## config.mk

```make
export PLATFORM = sky130hd
export DESIGN_NAME = switch_change_encoder
export DESIGN_NICKNAME = d
export VERILOG_FILES = /design/src/rtl/switch_change_encoder_pkg.sv /design/src/rtl/switch_change_encoder_debouncer.sv /design/src/rtl/switch_change_encoder.sv
export SDC_FILE = /design/constraint.sdc
export NUM_CORES = 1
export LEC_CHECK = 0
export ABC_AREA = 0
export CELL_PAD_IN_SITES_DETAIL_PLACEMENT = 2
export CELL_PAD_IN_SITES_GLOBAL_PLACEMENT = 2
export CORE_MARGIN = 2
export CORE_UTILIZATION = 41
export CTS_CLUSTER_SIZE = 30
export DETAILED_ROUTE_END_ITERATION = 7
export GPL_TIMING_DRIVEN = 0
export PLACE_DENSITY = 0.86
export SYNTH_ARGS = -nofsm -noshare
export SYNTH_HDL_FRONTEND = slang
export SYNTH_HIERARCHICAL = 1
export SYNTH_SLANG_ARGS = --single-unit
```

## constraint.sdc

```tcl
create_clock -name clk -period 3.9 [get_ports clk]
set_clock_uncertainty 0.15 [all_clocks]
set_input_delay 0.78 -clock clk [delete_from_list [all_inputs] [get_ports clk]]
set_output_delay 0.78 -clock clk [all_outputs]
set_load 0.02 [all_outputs]
```

## src/rtl/switch_change_encoder_pkg.sv

```systemverilog
// rtl/switch_change_encoder_pkg.sv - shared change-code constants and FSM states
package switch_change_encoder_pkg;
   localparam int SW_CODE_W = 4;
   localparam logic [SW_CODE_W-1:0] IDLE_CODE = 4'b1111;

   typedef enum logic {
      ARM = 1'b0,
      RUN = 1'b1
   } state_t;
endpackage

```

## src/rtl/switch_change_encoder_debouncer.sv

```systemverilog
// rtl/switch_change_encoder_debouncer.sv - per-switch synchroniser, debouncer and toggle pulse
module sw_debouncer #(
   parameter int DEBOUNCE_CYCLES = 20
) (
   input  logic clk,
   input  logic reset,
   input  logic sw,
   output logic toggle,
   output logic quiet
);
   localparam int CW = $clog2(DEBOUNCE_CYCLES);

   logic [1:0]    sync;
   logic          settled;
   logic [CW-1:0] cnt;

   always_ff @(posedge clk or posedge reset) begin
      if (reset) begin
         sync    <= '0;
         settled <= 1'b0;
         cnt     <= '0;
         toggle  <= 1'b0;
      end else begin
         sync   <= {sync[0], sw};
         toggle <= 1'b0;
         if (sync[1] == settled) begin
            cnt <= '0;
         end else if (cnt == CW'(DEBOUNCE_CYCLES - 1)) begin
            settled <= sync[1];
            cnt     <= '0;
            toggle  <= 1'b1;
         end else begin
            cnt <= cnt + 1'b1;
         end
      end
   end

   assign quiet = (sync[1] == settled) && (cnt == '0);
endmodule

```

## src/rtl/switch_change_encoder.sv

```systemverilog
// rtl/switch_change_encoder.sv - debounced switch toggles buffered and reported as a change code
module switch_change_encoder
   import switch_change_encoder_pkg::*;
#(
   parameter int NUM_SW          = 10,
   parameter int DEBOUNCE_CYCLES = 20
) (
   input  logic                 clk,
   input  logic                 reset,
   input  logic [NUM_SW-1:0]    sw,
   input  logic                 enable,
   input  logic                 ack,
   input  logic                 clear,
   output logic [SW_CODE_W-1:0] change,
   output logic [3:0]           pending_cnt,
   output logic                 overflow
);
   localparam int CW = $clog2(DEBOUNCE_CYCLES);

   logic [NUM_SW-1:0]    toggle, quiet, rec, mask_q, mask_n;
   logic [SW_CODE_W-1:0] code_n;
   logic [3:0]           cnt_n;
   logic                 ovf_n, ack_hit, all_quiet, arm_done;
   logic [CW-1:0]        arm_cnt;
   state_t               state_q, state_n;

   for (genvar g = 0; g < NUM_SW; g++) begin : g_deb
      sw_debouncer #(.DEBOUNCE_CYCLES(DEBOUNCE_CYCLES)) u_deb (
         .clk    (clk),
         .reset  (reset),
         .sw     (sw[g]),
         .toggle (toggle[g]),
         .quiet  (quiet[g])
      );
   end

   // Power-up positions are absorbed in ARM until every input has been quiet for a full window
   assign all_quiet = &quiet;
   assign arm_done  = all_quiet && (arm_cnt == CW'(DEBOUNCE_CYCLES - 1));

   always_ff @(posedge clk or posedge reset) begin
      if (reset) begin
         state_q <= ARM;
         arm_cnt <= '0;
      end else begin
         state_q <= state_n;
         arm_cnt <= (state_q == ARM && all_quiet && !arm_done) ? arm_cnt + 1'b1 : '0;
      end
   end

   always_comb begin
      state_n = state_q;
      if (state_q == ARM && arm_done) state_n = RUN;
   end

   always_comb begin
      mask_n  = mask_q;
      ovf_n   = overflow;
      ack_hit = ack && (change != IDLE_CODE);
      rec     = (state_q == RUN && enable) ? toggle : '0;
      if (clear) begin
         mask_n = '0;
         ovf_n  = 1'b0;
      end else begin
         for (int i = 0; i < NUM_SW; i++) begin
            if (ack_hit && change == SW_CODE_W'(i)) mask_n[i] = 1'b0;
            if (rec[i]) begin
               if (mask_q[i] && !(ack_hit && change == SW_CODE_W'(i))) ovf_n = 1'b1;
               else mask_n[i] = 1'b1;
            end
         end
      end
   end

   always_comb begin
      code_n = IDLE_CODE;
      cnt_n  = '0;
      for (int i = NUM_SW - 1; i >= 0; i--) begin
         if (mask_n[i]) code_n = SW_CODE_W'(i);
      end
      for (int i = 0; i < NUM_SW; i++) cnt_n = cnt_n + 4'(mask_n[i]);
   end

   always_ff @(posedge clk or posedge reset) begin
      if (reset) begin
         mask_q      <= '0;
         change      <= IDLE_CODE;
         pending_cnt <= '0;
         overflow    <= 1'b0;
      end else begin
         mask_q      <= mask_n;
         change      <= code_n;
         pending_cnt <= cnt_n;
         overflow    <= ovf_n;
      end
   end
endmodule

```

## Word-level counts from Yosys, hierarchy flattened

Index checks and enable logic that the tools add are counted.

| cells by class | value |
|---|---|
| $add $sub $neg | 20 |
| eq/ne operators | 31 |
| muxes and demuxes | 107 |
| bitwise operators | 11 |
| reductions and logical operators | 69 |

Operators by type and width:

| operator | number |
|---|---|
| $mux W5 | 21 |
| $mux W1 | 74 |
| $add A5 B1 Y5 const B | 11 |
| $eq A5 B5 Y1 const B | 11 |
| $logic_not A5 Y1 | 10 |
| $logic_and A1 B1 Y1 | 36 |
| $mux W4 | 8 |
| $add A4 B1 Y4 | 6 |
| $mux W10 | 2 |
| $reduce_and A2 Y1 | 10 |
| $eq A4 B3 Y1 const B | 4 |
| $logic_not A1 Y1 | 11 |
| $not A1 Y1 | 11 |
| $eq A1 B1 Y1 | 10 |
| $reduce_and A10 Y1 | 1 |
| $eq A4 B2 Y1 const B | 2 |
| $eq A4 B4 Y1 const B | 2 |
| $mux W3 | 2 |
| $add A3 B1 Y4 | 1 |
| $eq A4 B1 Y1 const B | 1 |
| $logic_not A4 Y1 | 1 |
| $ne A4 B4 Y1 const B | 1 |
| $add A2 B1 Y3 | 1 |
| $add A1 B1 Y2 | 1 |

| storage, ports and cells | value |
|---|---|
| flip-flop bits (word level) | 115 |
| input bits | 15 |
| output and inout bits | 9 |
| logic and storage cells | 284 |

## Longest topological paths before layout

Gate-level depths: netlist of the first run.

| depth | value |
|---|---|
| depth in word-level cells | 29 |
| depth in mapped cells | 14 |
| mapped depth without buffers | 13 |

## Hierarchy

The synthesis of the first run kept the hierarchy.

By module, submodules not included:

| module | times used | cells each | area each (µm²) | seq. area each (µm²) |
|---|---|---|---|---|
| sw_debouncer | 10 | 36 | 421.7 | 225.2 |
| switch_change_encoder | 1 | 161 | 1521.5 | 630.6 |

## Least setup slack after synthesis of the first run

Ideal clock, no wire load.

| path | value |
|---|---|
| path kind | in2reg |
| start point | input ack |
| end point | register pending_cnt[2] |
| data arrival time | 3.777 ns |
| slack | -0.149 ns |
| stages on the path | 12 |
| buffers on the path | 0 |
| cell sequence | or3b_4 > o21ai_2 > a21boi_1 > or2_2 > fa_1 > fa_1 > fa_1 > inv_1 > ha_1 > inv_1 > fa_1 > xor2_1 |

| on the way | value |
|---|---|
| longest elaborated chain between the ends | 16 |
| elaborated cells on any way between the ends | 71 |
| those cells by class | add/sub: 9; mux: 31; reduce/logical: 31 |

Ends and longest elaborated chain:

| element | line | RTL |
|---|---|---|
| start: declaration | switch_change_encoder.sv:12 | `input logic ack,` |
| $logic_and A1 B1 Y1 (*) | switch_change_encoder.sv:59 | `ack_hit = ack && (change != IDLE_CODE);` |
| $logic_and A1 B1 Y1 | switch_change_encoder.sv:66, switch_change_encoder.sv:68 |  |
| $logic_not A1 Y1 | switch_change_encoder.sv:68 | `if (mask_q[i] && !(ack_hit && change == SW_CODE_W'(i))) ovf_n = 1'b1;` |
| $logic_and A1 B1 Y1 | switch_change_encoder.sv:68 |  |
| $mux W1 | switch_change_encoder.sv:68 |  |
| $mux W1 | switch_change_encoder.sv:67 | `if (rec[i]) begin` |
| $mux W10 (*) | switch_change_encoder.sv:61 | `if (clear) begin` |
| $add A1 B1 Y2 | switch_change_encoder.sv:81 | `for (int i = 0; i < NUM_SW; i++) cnt_n = cnt_n + 4'(mask_n[i]);` |
| $add A2 B1 Y3 | switch_change_encoder.sv:81 |  |
| $add A3 B1 Y4 | switch_change_encoder.sv:81 |  |
| $add A4 B1 Y4 (5 in a row) | switch_change_encoder.sv:81 |  |
| $add A4 B1 Y4 (*) | switch_change_encoder.sv:81 |  |
| net cnt_n[2] | switch_change_encoder.sv:22 | `logic [3:0] cnt_n;` |
| end signal: assignment | switch_change_encoder.sv:93 | `pending_cnt <= cnt_n;` |
| end: declaration | switch_change_encoder.sv:15 | `output logic [3:0] pending_cnt,` |

The timed path passes the listed nets; every way through them passes the cells marked *.
A chain may end at the register's enable or synchronous reset.

## Worst setup path after layout of the first run

| path | value |
|---|---|
| start point | input enable |
| end point | register pending_cnt[1] |

| on the way | value |
|---|---|
| elaborated cells on any way between the ends | 22 |
| those cells by class | add/sub: 9; mux: 12; reduce/logical: 1 |

RTL lines:

| element | line | RTL |
|---|---|---|
| start: declaration | switch_change_encoder.sv:11 | `input logic enable,` |
| $logic_and A1 B1 Y1 | switch_change_encoder.sv:60 | `rec = (state_q == RUN && enable) ? toggle : '0;` |
| $mux W10 | switch_change_encoder.sv:60 |  |
| $mux W1 | switch_change_encoder.sv:67 |  |
| $mux W10 | switch_change_encoder.sv:61 |  |
| net mask_n[5] | switch_change_encoder.sv:20 | `logic [NUM_SW-1:0] toggle, quiet, rec, mask_q, mask_n;` |
| $add A4 B1 Y4 (5 in a row) | switch_change_encoder.sv:81 |  |
| net cnt_n[1] | switch_change_encoder.sv:22 |  |

The timed path passes the listed nets, and every way through them passes these cells.

==> results of run 1 <==
[synth_stat cells, types with 4 or more instances]
library cell | instances | share of area (%)
a21o_1 | 5 | 0.65
a21oi_1 | 15 | 1.3
a31oi_1 | 16 | 1.7
and2b_1 | 20 | 2.6
and4b_1 | 10 | 1.7
dfrtp_1 | 111 | 48
dfstp_2 | 4 | 1.8
fa_1 | 6 | 2.1
ha_1 | 23 | 5.0
inv_1 | 63 | 4.1
mux2_4 | 10 | 2.6
nand2_1 | 15 | 0.98
nand2b_1 | 13 | 1.4
nand3_1 | 12 | 1.0
nand3_2 | 10 | 1.7
nand3b_1 | 12 | 1.6
nand4b_1 | 11 | 1.7
nor2_1 | 41 | 2.7
nor2_2 | 10 | 1.1
nor2b_1 | 20 | 2.2
nor3b_1 | 10 | 1.3
o21ai_0 | 20 | 1.7
o21ai_1 | 4 | 0.35
xnor2_2 | 10 | 2.8
xor2_1 | 13 | 2.0
[through the flow]
step                TNS, ns  instance area (sq um)
floorplan            -0.207                   5740
global placement      -2.67                   6190
detailed placement    -3.03                   6190
CTS                 -0.0120                   6880
global route        -0.0695                   6960
finish              -0.0261                   6960
[final cells by class]
class | instances | area, sq um | share of cell area, %
buffer | 4 | 48.8 | 0.701
clock buffer | 25 | 495 | 7.12
clock inverter | 5 | 75.1 | 1.08
inverter | 64 | 240 | 3.45
multi-input combinational | 338 | 2650 | 38.0
sequential | 115 | 2880 | 41.4
tap | 180 | 225 | 3.24
timing repair buffer | 38 | 349 | 5.01
[logic make-up after synthesis]
kind of cell	Yosys count	share of synthesized area [%]
AO/OA/AOI/OAI	76	8.26
XOR/XNOR	24	4.97
adder cells (fa/ha/maj)	29	7.11
buffers and inverters	68	4.86
flip-flops	115	50.2
multiplexers	11	2.79
AND/OR/NAND/NOR	198	21.8
[registers in the layout (all words and copies together) (netlist names)]
| signal | flops |
|---|---|
| arm_cnt | 5 |
| change | 4 |
| g_deb.u_deb/cnt | 50 |
| g_deb.u_deb/settled | 10 |
| g_deb.u_deb/sync | 20 |
| g_deb.u_deb/toggle | 10 |
| mask_q | 10 |
| overflow | 1 |
| pending_cnt | 4 |
| state_q | 1 |
[worst reg2reg max path: cells and delay by family (launching register included)]
kind,cells,cell delay [ns]
buffers and inverters,3,0.17
adder cells (fa/ha/maj),5,2.13
AND/OR/NAND/NOR,2,0.47
AO/OA/AOI/OAI,2,0.24
flip-flops,1,0.64
[what timing repair did]
action	4_1_cts	5_1_grt
gates resized for setup	23	10
pin swaps	7	8
buffers inserted	9	7
endpoints found under the setup margin	4	3
[placed cells by master (no fill, tap or decap), types with 4 or more instances in the layout]
cell type,n
dfrtp_1,111
xor2_1,13
nand4b_1,11
ha_1,22
and2b_1,20
a21o_1,5
mux2_4,10
inv_1,58
inv_2,6
o21ai_0,18
clkdlybuf4s50_1,20
a31oi_1,16
nor2_1,41
nor2_2,10
nand3b_1,12
o21ai_1,5
nand3_2,10
a21oi_1,13
buf_4,15
nand3_1,12
dfstp_2,4
nand2b_1,12
clkbuf_8,4
clkbuf_16,17
xnor2_2,10
nor3b_1,10
and4b_1,10
nor2b_1,20
clkbuf_1,4
fa_1,5
buf_6,4
nand2_1,13
[report_power, final]
part	leakage, nW	internal [mW]	total [mW]	switching (mW)
registers	1.52	1.23	1.27	0.0411
clock network	0.283	0.997	1.55	0.549
logic	1.38	0.0702	0.172	0.102
[metal layers]
| layer | part of all wire, % | GRT usage, % | up-vias |
|---|---|---|---|
| li1 | - | - | 1859 |
| met1 | 40 | 29.2 | 2200 |
| met2 | 52 | 43.3 | 117 |
| met3 | 3.7 | 5.99 | 55 |
| met4 | 4.2 | 12.7 | 0 |
| met5 | 0 | 0 | - |
[how the worst max path moves through the flow]
stage	from	endpoint	slack (ns)	cells past startpoint
after floorplan	ack	pending_cnt[2]	-0.11	12
after global placement	ack	pending_cnt[2]	-0.86	13
after detailed placement	ack	pending_cnt[2]	-0.92	13
after CTS	ack	pending_cnt[1]	-0.01	13
after global routing	enable	pending_cnt[1]	-0.06	16
final	enable	pending_cnt[1]	-0.03	16
==> metrics.txt, run 1 <==
CTS Buffer Depth=2; Synth Flop Type=dfrtp_1; final hold vios=0; Area Growth Syn to Fin=21.3%; RSZ-0062 raised after global routing=yes; clock root buffer=clkbuf_16; hold crit path type=reg2reg; Worst path max stage delay=0.55 ns; Placed Instances=723; worst skew pair latency=0.42 ns; antenna violations before repair=0; share of cells above drive strength 1=19.7%; largest net degree at the start of global routing=26; Yosys cell types=50; Via density=5.50; hold buffers post-CTS=0; FF-to-FF End=pending_cnt[1]; worst slew pin tran=1.11 ns; pwr dens=429 nW/um^2; router iterations before antenna repair=4; fin worst setup slack=-0.0261 ns; first-pass GRT wire length=27700 microns; WHS Path Cells=0; Top cell by count, worst path=inv_2; Final Setup Violations=1; worst hold slack=0.195 ns; Worst Hold Endpoint=g_deb[1].u_deb/sync[1]; Rel. slew slack=26.0%; end-of-flow core utilization=50.5%; crit path DAT=4.09 ns; Slew Limit Fails=0; DRC=0; Crit path max-delay family=adder cells; Non-Filler Instances=769; max-cap viol count=0; port bufs=22; WS Path Type=in2reg; worst r2r src=change[0]; # diodes=0; violated checks=setup timing; Final ANT Viol Nets=0; routability congestion estimate=0.795; hold path startpoint=g_deb[1].u_deb/sync[0]; Critical Path RT=4.07 ns; Avg Inst Size Synth=11.0 sq um; asr flop ratio synth=100%; DR WL/cell=23.5 microns; maximum clock rate=255 MHz; Die W=122 microns; vias=4231; number of buffers created by CTS=17; worst path cell trace=clkdlybuf4s15_1 > and2_4 > buf_6 > buf_6 > nand2_2 > a21o_1 > inv_2 > fa_1 > inv_2 > fa_1 > fa_1 > inv_2 > ha_4 > inv_2 > fa_2 > inv_2; Design Power=2.99 mW; Worst-path clk slew=0.05 ns; Gate Count Post-Synth=521; io pins=24; leakage power=3.18 nW; CP startpoint kind=input pin; pre-CTS setup slack=-0.920 ns; Mapped Area=5740 sq um; Die Span Y=122 microns; sequential share of the synthesized area=50.2%; # fillers=1415; initial core utilization=41.7%; die area=15000 sq um; Slowest-stage cell, CP=fa_1; Max rail drop VDD=0.000314 V; crit path max fanout=6; Post-synth EDFFs=0; clk sink count=115; HPWL after detailed placement=9990 microns; detailed router's first-iteration violation count=270; Remaining Overflow, GRT=0; vias in the first global route=4882; synthesis-stage register bit count=115; crit end category=flip-flop; Synth Warn #=6; Final min period=3.93 ns; setup slack, reg-to-reg=0.01 ns; drt total wl=18100 microns; post-layout net count=622; R2R depth=12; run status=finished, violations left; fin crit share=101%; Buffers & Inverters on Critical Path=8; Syn Nets=565; CTS tree=yes; floorplan row count=43; htree depth=4; Tot GR Track Use=25.1%; core area=13800 sq um
Note: power is estimated with default switching activity, not from simulation.
==> run 2: changes to the inputs <==
- SETUP_SLACK_MARGIN: unset -> 0.2
- SKIP_CTS_REPAIR_TIMING: unset -> 1
==> run 2 against run 1 <==
  * The flow still finishes with violations (setup timing)
  * Sequential share of layout area is essentially flat
  * Critical path depth shrank 1
  * Sequential power is essentially flat
  * Maximum frequency shrank 1.5%
  * Combinational power shrank 3%
  * Critical endpoint unchanged
  * Largest power group unchanged
  * Highest routed layer unchanged
==> metrics.txt, run 2 (synthesized netlist as in run 1, its figures left out) <==
run status=finished, violations left; violated checks=setup timing; WHS Path Cells=0 (unchanged); CTS Buffer Depth=2 (unchanged); Slew Limit Fails=0 (unchanged); setup slack, reg-to-reg=-0.06 ns (-0.07 ns); max-cap viol count=0 (unchanged); core area=13800 sq um (unchanged); R2R depth=12 (unchanged); router iterations before antenna repair=4 (unchanged); worst hold slack=0.193 ns (-0.00175 ns); antenna violations before repair=0 (unchanged); DR WL/cell=22.2 microns (-5.5%); Critical Path RT=4.06 ns (about the same); Tot GR Track Use=22.7% (-2.5 points); Max rail drop VDD=0.000239 V (-24%); Worst-path clk slew=0.06 ns (about the same); HPWL after detailed placement=10100 microns (+0.80%); Die Span Y=122 microns (unchanged); Net Sw Frac=23.4% (+0.22 points); htree depth=4 (unchanged); RSZ-0062 raised after global routing=yes; DRC=0 (unchanged); vias=4133 (-2.3%); max FFs per register=50 (unchanged); most frequent cells in the layout=dfrtp_1, inv_1, nor2_1; Area Growth Syn to Fin=21.2% (about the same); Final ANT Viol Nets=0 (unchanged); hold crit path type=reg2reg; Psw=694 uW (+0.31%); worst slew pin tran=1.11 ns (+0.00656 ns); Top reg by flops=g_deb.u_deb/cnt; Comb power frac=5.6% (-0.2 points); CTS tree=yes; largest registers=g_deb.u_deb/cnt (50), g_deb.u_deb/sync (20); die area=15000 sq um (unchanged); end-of-flow core utilization=50.5% (about the same); maximum clock rate=251 MHz (-1.5%); share of cells above drive strength 1=19.9% (+0.20 points); Design Power=2.97 mW (-0.62%); crit path max fanout=10 (+4); drt total wl=17100 microns (-5.7%); fin worst setup slack=-0.0853 ns (-0.0592 ns); floorplan row count=43 (unchanged); Worst path max stage delay=0.54 ns (about the same); crit path DAT=4.15 ns (+0.06 ns); Via density=5.38 (-2.2%); largest net degree at the start of global routing=26 (unchanged); clock root buffer=clkbuf_16; # diodes=0 (unchanged); clk sink count=115 (unchanged); post-layout net count=620 (-0.32%); Sequential Power Share=42.8% (+0.3 points); crit end category=flip-flop; FF-to-FF End=pending_cnt[1]; Rel. slew slack=25.6% (-0.44 points); Worst Hold Endpoint=g_deb[4].u_deb/sync[1]; leakage power=3.19 nW (+0.28%); vias in the first global route=4722 (-3.3%); Die W=122 microns (unchanged); routability congestion estimate=0.778 (-2.1%); clock power share=51.6% (about the same); final hold vios=0 (unchanged); Final min period=3.99 ns (+0.0592 ns); detailed router's first-iteration violation count=247 (-8.5%); Buffers & Inverters on Critical Path=7 (-1); worst r2r src=change[3]; hold path startpoint=g_deb[4].u_deb/sync[0]; Slowest-stage cell, CP=fa_2; commonest non-fill, non-tap cell in the layout=dfrtp_1; worst skew pair latency=0.42 ns (about the same); first-pass GRT wire length=25400 microns (-8.3%); Crit path max-delay family=adder cells; worst path cell trace=dlymetal6s2s_1 > and2_4 > buf_6 > buf_12 > nand2_1 > a21oi_1 > fa_1 > inv_1 > fa_1 > fa_1 > inv_2 > ha_4 > inv_2 > fa_2 > inv_2; CP startpoint kind=input pin; io pins=24 (unchanged); Remaining Overflow, GRT=0 (unchanged); WS Path Type=in2reg; fin crit share=102% (+1.5 points); initial core utilization=41.7% (unchanged); port bufs=22 (unchanged); number of buffers created by CTS=17 (unchanged); internal power=2.28 mW (-0.90%); pwr dens=427 nW/um^2 (-0.55%); Final Setup Violations=2 (+1)
run 2: layout make-up:
cell class                 count  area (sq um)
buffer                         4          53.8
timing repair buffer          36           333
tap                          180           225
clock inverter                11           110
sequential                   115          2880
inverter                      64           240
multi-input combinational    338          2650
fill                        1406          6820
clock buffer                  20           467
run 2: layer usage:
layer,global-route usage [%],vias up,wire length (microns)
met5,0,-,0
met4,9.63,0,324
met3,3.86,26,381
met2,39.8,71,9320
met1,27.5,2179,7050
li1,-,1857,-
run 2: how the worst max path moves through the flow:
stage | startpoint | end | slack (ns) | cells after the start
floorplan | ack | pending_cnt[2] | -0.11 | 12
global placement | ack | pending_cnt[2] | -0.85 | 13
detailed placement | ack | pending_cnt[2] | -0.92 | 13
CTS | ack | pending_cnt[2] | -0.63 | 13
global route | enable | pending_cnt[1] | -0.18 | 15
finish | enable | pending_cnt[1] | -0.09 | 15
run 2: power by group through the flow:
stage	Clock, mW	Sequential, mW	Combinational, mW
after global routing	1.63	1.27	0.190
after detailed placement	0	1.29	0.160
after global placement	0	1.28	0.145
final	1.53	1.27	0.167
after CTS	1.56	1.27	0.167
after floorplan	0	1.28	0.107
run 2: per-stage QoR:
step	instance area [sq um]	worst slack, ns	cells	TNS, ns
after global routing	6960	-0.181	768	-0.284
after CTS	6770	-0.627	754	-1.69
after floorplan	5740	-0.111	521	-0.207
after global placement	6190	-0.848	723	-2.64
after detailed placement	6190	-0.917	723	-2.93
final	6960	-0.0853	768	-0.0892
